==> src/rtl/riscv_test_monitor.sv <==
// End-of-test monitor for riscv-tests runs: watches fetch PC and gp (x3)
// and latches a sticky pass/fail/timeout verdict with the elapsed cycles.
module riscv_test_monitor #(
  parameter int              XLEN      = 32,
  parameter logic [XLEN-1:0] PASS_PC   = 'h44,
  parameter int              TIMEOUT   = 6000,
  parameter int              CNT_W     = 16,
  parameter int              HIT_COUNT = 1
) (
  input  logic             clk,
  input  logic             rst,
  input  logic             start,
  input  logic [XLEN-1:0]  pc,
  input  logic             pc_valid,
  input  logic [XLEN-1:0]  gp,
  output logic             done,
  output logic             pass,
  output logic             fail,
  output logic             timeout,
  output logic [XLEN-2:0]  fail_test,
  output logic [CNT_W-1:0] cycles
);

  localparam int HW = $clog2(HIT_COUNT + 1);

  typedef enum logic [1:0] {
    S_IDLE,
    S_RUN,
    S_DONE
  } state_e;

  state_e           state_q, state_d;
  logic [HW-1:0]    hit_q, hit_d;
  logic [CNT_W-1:0] cycles_q, cycles_d;
  logic             done_q, done_d;
  logic             pass_q, pass_d;
  logic             fail_q, fail_d;
  logic             timeout_q, timeout_d;
  logic [XLEN-2:0]  fail_test_q, fail_test_d;

  logic hit;
  logic complete;
  logic gp_one;

  assign hit      = pc_valid && (pc == PASS_PC);
  assign complete = hit && ((int'(hit_q) + 1) == HIT_COUNT);
  assign gp_one   = (gp == XLEN'(1));

  always_comb begin
    state_d     = state_q;
    hit_d       = hit_q;
    cycles_d    = cycles_q;
    done_d      = done_q;
    pass_d      = pass_q;
    fail_d      = fail_q;
    timeout_d   = timeout_q;
    fail_test_d = fail_test_q;
    unique case (state_q)
      S_IDLE, S_DONE: begin
        if (start) begin
          state_d     = S_RUN;
          hit_d       = '0;
          cycles_d    = '0;
          done_d      = 1'b0;
          pass_d      = 1'b0;
          fail_d      = 1'b0;
          timeout_d   = 1'b0;
          fail_test_d = '0;
        end
      end
      S_RUN: begin
        cycles_d = cycles_q + 1'b1;
        if (!hit) begin
          hit_d = '0;
        end else if (hit_q != HW'(HIT_COUNT)) begin
          hit_d = hit_q + 1'b1;
        end
        // completion takes precedence over a coincident timeout
        if (complete) begin
          state_d     = S_DONE;
          done_d      = 1'b1;
          pass_d      = gp_one;
          fail_d      = !gp_one;
          fail_test_d = gp_one ? '0 : gp[XLEN-1:1];
        end else if (cycles_q == CNT_W'(TIMEOUT - 1)) begin
          state_d   = S_DONE;
          done_d    = 1'b1;
          timeout_d = 1'b1;
        end
      end
      default: state_d = S_IDLE;
    endcase
  end

  always_ff @(posedge clk) begin
    if (rst) begin
      state_q     <= S_IDLE;
      hit_q       <= '0;
      cycles_q    <= '0;
      done_q      <= 1'b0;
      pass_q      <= 1'b0;
      fail_q      <= 1'b0;
      timeout_q   <= 1'b0;
      fail_test_q <= '0;
    end else begin
      state_q     <= state_d;
      hit_q       <= hit_d;
      cycles_q    <= cycles_d;
      done_q      <= done_d;
      pass_q      <= pass_d;
      fail_q      <= fail_d;
      timeout_q   <= timeout_d;
      fail_test_q <= fail_test_d;
    end
  end

  assign done      = done_q;
  assign pass      = pass_q;
  assign fail      = fail_q;
  assign timeout   = timeout_q;
  assign fail_test = fail_test_q;
  assign cycles    = cycles_q;

endmodule

==> config.mk <==
export PLATFORM = sky130hd
export DESIGN_NAME = riscv_test_monitor
export DESIGN_NICKNAME = d
export VERILOG_FILES = /design/src/rtl/riscv_test_monitor.sv
export SDC_FILE = /design/constraint.sdc
export NUM_CORES = 1
export LEC_CHECK = 0
export CELL_PAD_IN_SITES_DETAIL_PLACEMENT = 1
export CELL_PAD_IN_SITES_GLOBAL_PLACEMENT = 2
export CORE_MARGIN = 3
export CORE_UTILIZATION = 22
export DETAILED_ROUTE_END_ITERATION = 10
export PLACE_DENSITY_LB_ADDON = 0.1
export REMOVE_ABC_BUFFERS = 1
export SLEW_MARGIN = 20
export SYNTH_ARGS = -nofsm -noshare
export SYNTH_HDL_FRONTEND = slang
export SYNTH_SLANG_ARGS = --single-unit
==> constraint.sdc <==
create_clock -name clk -period 1.8 [get_ports clk]
set_input_delay 0.27 -clock clk [delete_from_list [all_inputs] [get_ports clk]]
set_output_delay 0.27 -clock clk [all_outputs]
set_load 0.1 [all_outputs]
==> flow_summary.ini <==
[route]
wl_per_cell_um = 16.6
drc = 0
via_count = 2879
viasPerCell = 4.81
drt-total-wl_um = 9970
ant_nets = 0
drt-initial-drc-count = 57
first_pass_iters = 4

[run_status]
outcome = finished clean

[yosys]
ys_seq_elements = 54
netlist_instances = 305
netlist_top_cells_count = 54 x dfxtp_1, 34 x nand2b_1, 33 x o211ai_1, 30 x nor2_1, 30 x o21ai_1
synth-xor-area-share_pct = 0
muxShareOfSynthArea_pct = 3.85
post-synth-top-count-cell = dfxtp_1
yosysWarnings = 0
async_flop_share_pct = 0
synth_flop_cell = dfxtp_1
synth_compound_area_share_pct = 20.6
synth_top_area_share_pct = 42.1
synth.distinct_cells = 39
synth_area_leader_cell = dfxtp_1
synth_area_leaders = dfxtp_1 42%, o211ai_1 9.7%, nand2b_1 8.3%
synth_edf_count = 0
synth_area_per_cell_sq_um = 8.41
synth_top_family_by_area = simple AND/OR/NAND/NOR gates
synthAdderAreaFrac_pct = 0.488
synth_seq_area_share_pct = 42.1
syn-cell-area_sq_um = 2560
synthSimpleGateAreaFrac_pct = 29.0

[placed_design]
placed_area_sq_um = 4330
port_buffers = 118
dp.cells = 586
routabilityCongestion = 0.714
place_hpwl_um = 7210

[sta]
slew_headroom_pct = 61.6
fin_crit_ns = 1.71
hold_viol_final = 0
worst_slew_pin_slew_ns = 0.573
max_freq_mhz = 585
period_share_pct = 94.9
finalMaxSlewViolations = 0
skew_ns = 0.00719
setup_violations = 0

[cells_and_area]
seq_area_sq_um = 1080
diodes = 0
area_growth_pct = 83.3
stdcell_count = 599
multi_input_area_sq_um = 1500
fill_cells = 1279
finalNetCount = 527
final_area_sq_um = 4700
drive_gt1_share_pct = 29.8

[critical_path]
worstPathMaxFanout = 5
critPathRequiredTime_ns = 2.04
r2r-end = cycles[13]
startpoint = pc[25]
cp-endpoint = pass
r2r_cells = 6
cp-start-kind = input port
cp-end-kind = register
crit_arrival_ns = 1.95
r2r-start = state_q[1]
reg2reg_slack_ns = 0.18
critical_path_class = in2reg

[min_path]
whs_path_depth = 6
hp-class = in2reg

[floorplanning]
start_util_pct = 23.1
die_y_um = 114
die_area_sq_um = 13000
design.core.area_sq_um = 11100
die_x_um = 114
top_level_ports = 119
row_count = 38

[cts]
clockBufferDepth = 2
htreeDepth = 2
insertion_delay_ns = 0.30
cts.sinks = 54
cts_hold_buf = 0
clk_pin_slew_ns = 0.07
cts_buffers = 5
root_buffer = clkbuf_16
cts_tree = yes

[power_and_ir_drop]
vdd_drop_max_v = 0.000329
finalPower_w = 0.00289
power.share.clock_pct = 35.3
power_switching_w = 0.000878
power.leakage_nw = 1.87
p_int_w = 0.00201
pwr-share-seq_pct = 42.8
sw_frac_of_total_pct = 30.4
p_comb_share_pct = 21.9
p_per_area_nw_per_um2 = 614

[grt]
grt.overflow.total = 0
groute.usage.overall_pct = 15.0
antenna_found_initial = 0
grt_max_degree = 35
grt_pass1_vias = 3087
grt_pass1_wl_um = 15600

[job]
maxCapViolCount = 0
## logic make-up after synthesis
kind of cell    after synthesis
simple gates                132
compound gates               86
flops                        54
buf+inv                      23
mux                           9
fa+ha+maj                     1
## flip-flops by register name, indices dropped and copies added (netlist names)
signal and cells:
hit_q 1, fail 1, pass 1, state_q 2, done 1, fail_test 31, cycles 16, timeout 1
## placed cells by master (no fill, tap or decap), drive strengths merged
master         count
nor2b              3
clkinvlp           1
a22oi              1
buf               99
o21a               1
nand4              3
clkbuf             7
nand3b             1
clkdlybuf4s50     41
ha                 1
a41oi              1
mux2i              2
or4                1
and3               2
or3                4
a21oi             10
and4               2
nor4b              3
nor4              15
or3b               1
a211oi             1
nand2             13
dlygate4sd2        5
nor2              30
inv                3
o211ai            33
or2                1
nand4b             2
nor3               6
dlymetal6s2s      20
nand2b            34
dfxtp             54
nor3b              1
clkinv             1
mux2               7
o21ai             37
nand3             10
a31oi              1
a21boi             1
## through the flow
step                      hold slack (ns)  worst slack (ns)  setup TNS [ns]  utilization (%)
after floorplan                     0.339             -1.09          -42.66                -
after global placement              0.453            -0.524          -17.32             38.9
after detailed placement            0.456            -0.534          -17.81             38.9
after CTS                           0.463           0.00557               0             40.8
after global routing                0.445           -0.0220         -0.0220             42.3
final                               0.409            0.0912               0             42.3
## what timing repair did
action	in CTS	in global routing
buffers inserted	1	2
endpoints found under the setup margin	37	38
cloned	0	2
resized for setup	15	32
pin swaps	8	12
## cell type report
cell class | count | area share [%]
inverter | 2 | 0.160
sequential | 54 | 23.0
tap | 140 | 3.73
clock inverter | 3 | 0.532
multi-input combinational | 228 | 31.9
clock buffer | 5 | 2.66
timing repair buffer | 167 | 38.0
## power by group through the flow
stage	combinational, W	sequential, W	clock [W]
6_report	0.000632	0.00124	0.00102
2_1_floorplan	0.000105	0.00144	0
5_1_grt	0.000672	0.00124	0.00111
3_5_place_dp	0.000630	0.00126	0
4_1_cts	0.000635	0.00124	0.00105
3_3_place_gp	0.000625	0.00126	0
## routing by layer
| metal | GRT usage [%] | wire [um] | up-vias |
|---|---|---|---|
| met4 | 3.09 | 104 | 0 |
| met5 | 0 | 0 | - |
| li1 | - | - | 1423 |
| met3 | 4.19 | 680 | 7 |
| met2 | 25.3 | 4650 | 83 |
| met1 | 19.0 | 4530 | 1366 |
## worst min path at each step
stage	from	to	slack, ns
after global routing	pc[4]	hit_q	0.45
after floorplan	rst	cycles[2]	0.34
after global placement	fail	fail	0.45
after CTS	rst	pass	0.46
final	pc[4]	hit_q	0.41
after detailed placement	fail_test[25]	fail_test[25]	0.46
## worst max-delay path: stages
cell	delay (ns)
clkdlybuf4s50_1	0.41
nor4_2	0.29
nand3_2	0.17
nor4_4	0.24
buf_6	0.20
mux2_4	0.30
nor2_1	0.08
Note: power is estimated with default switching activity, not from simulation.
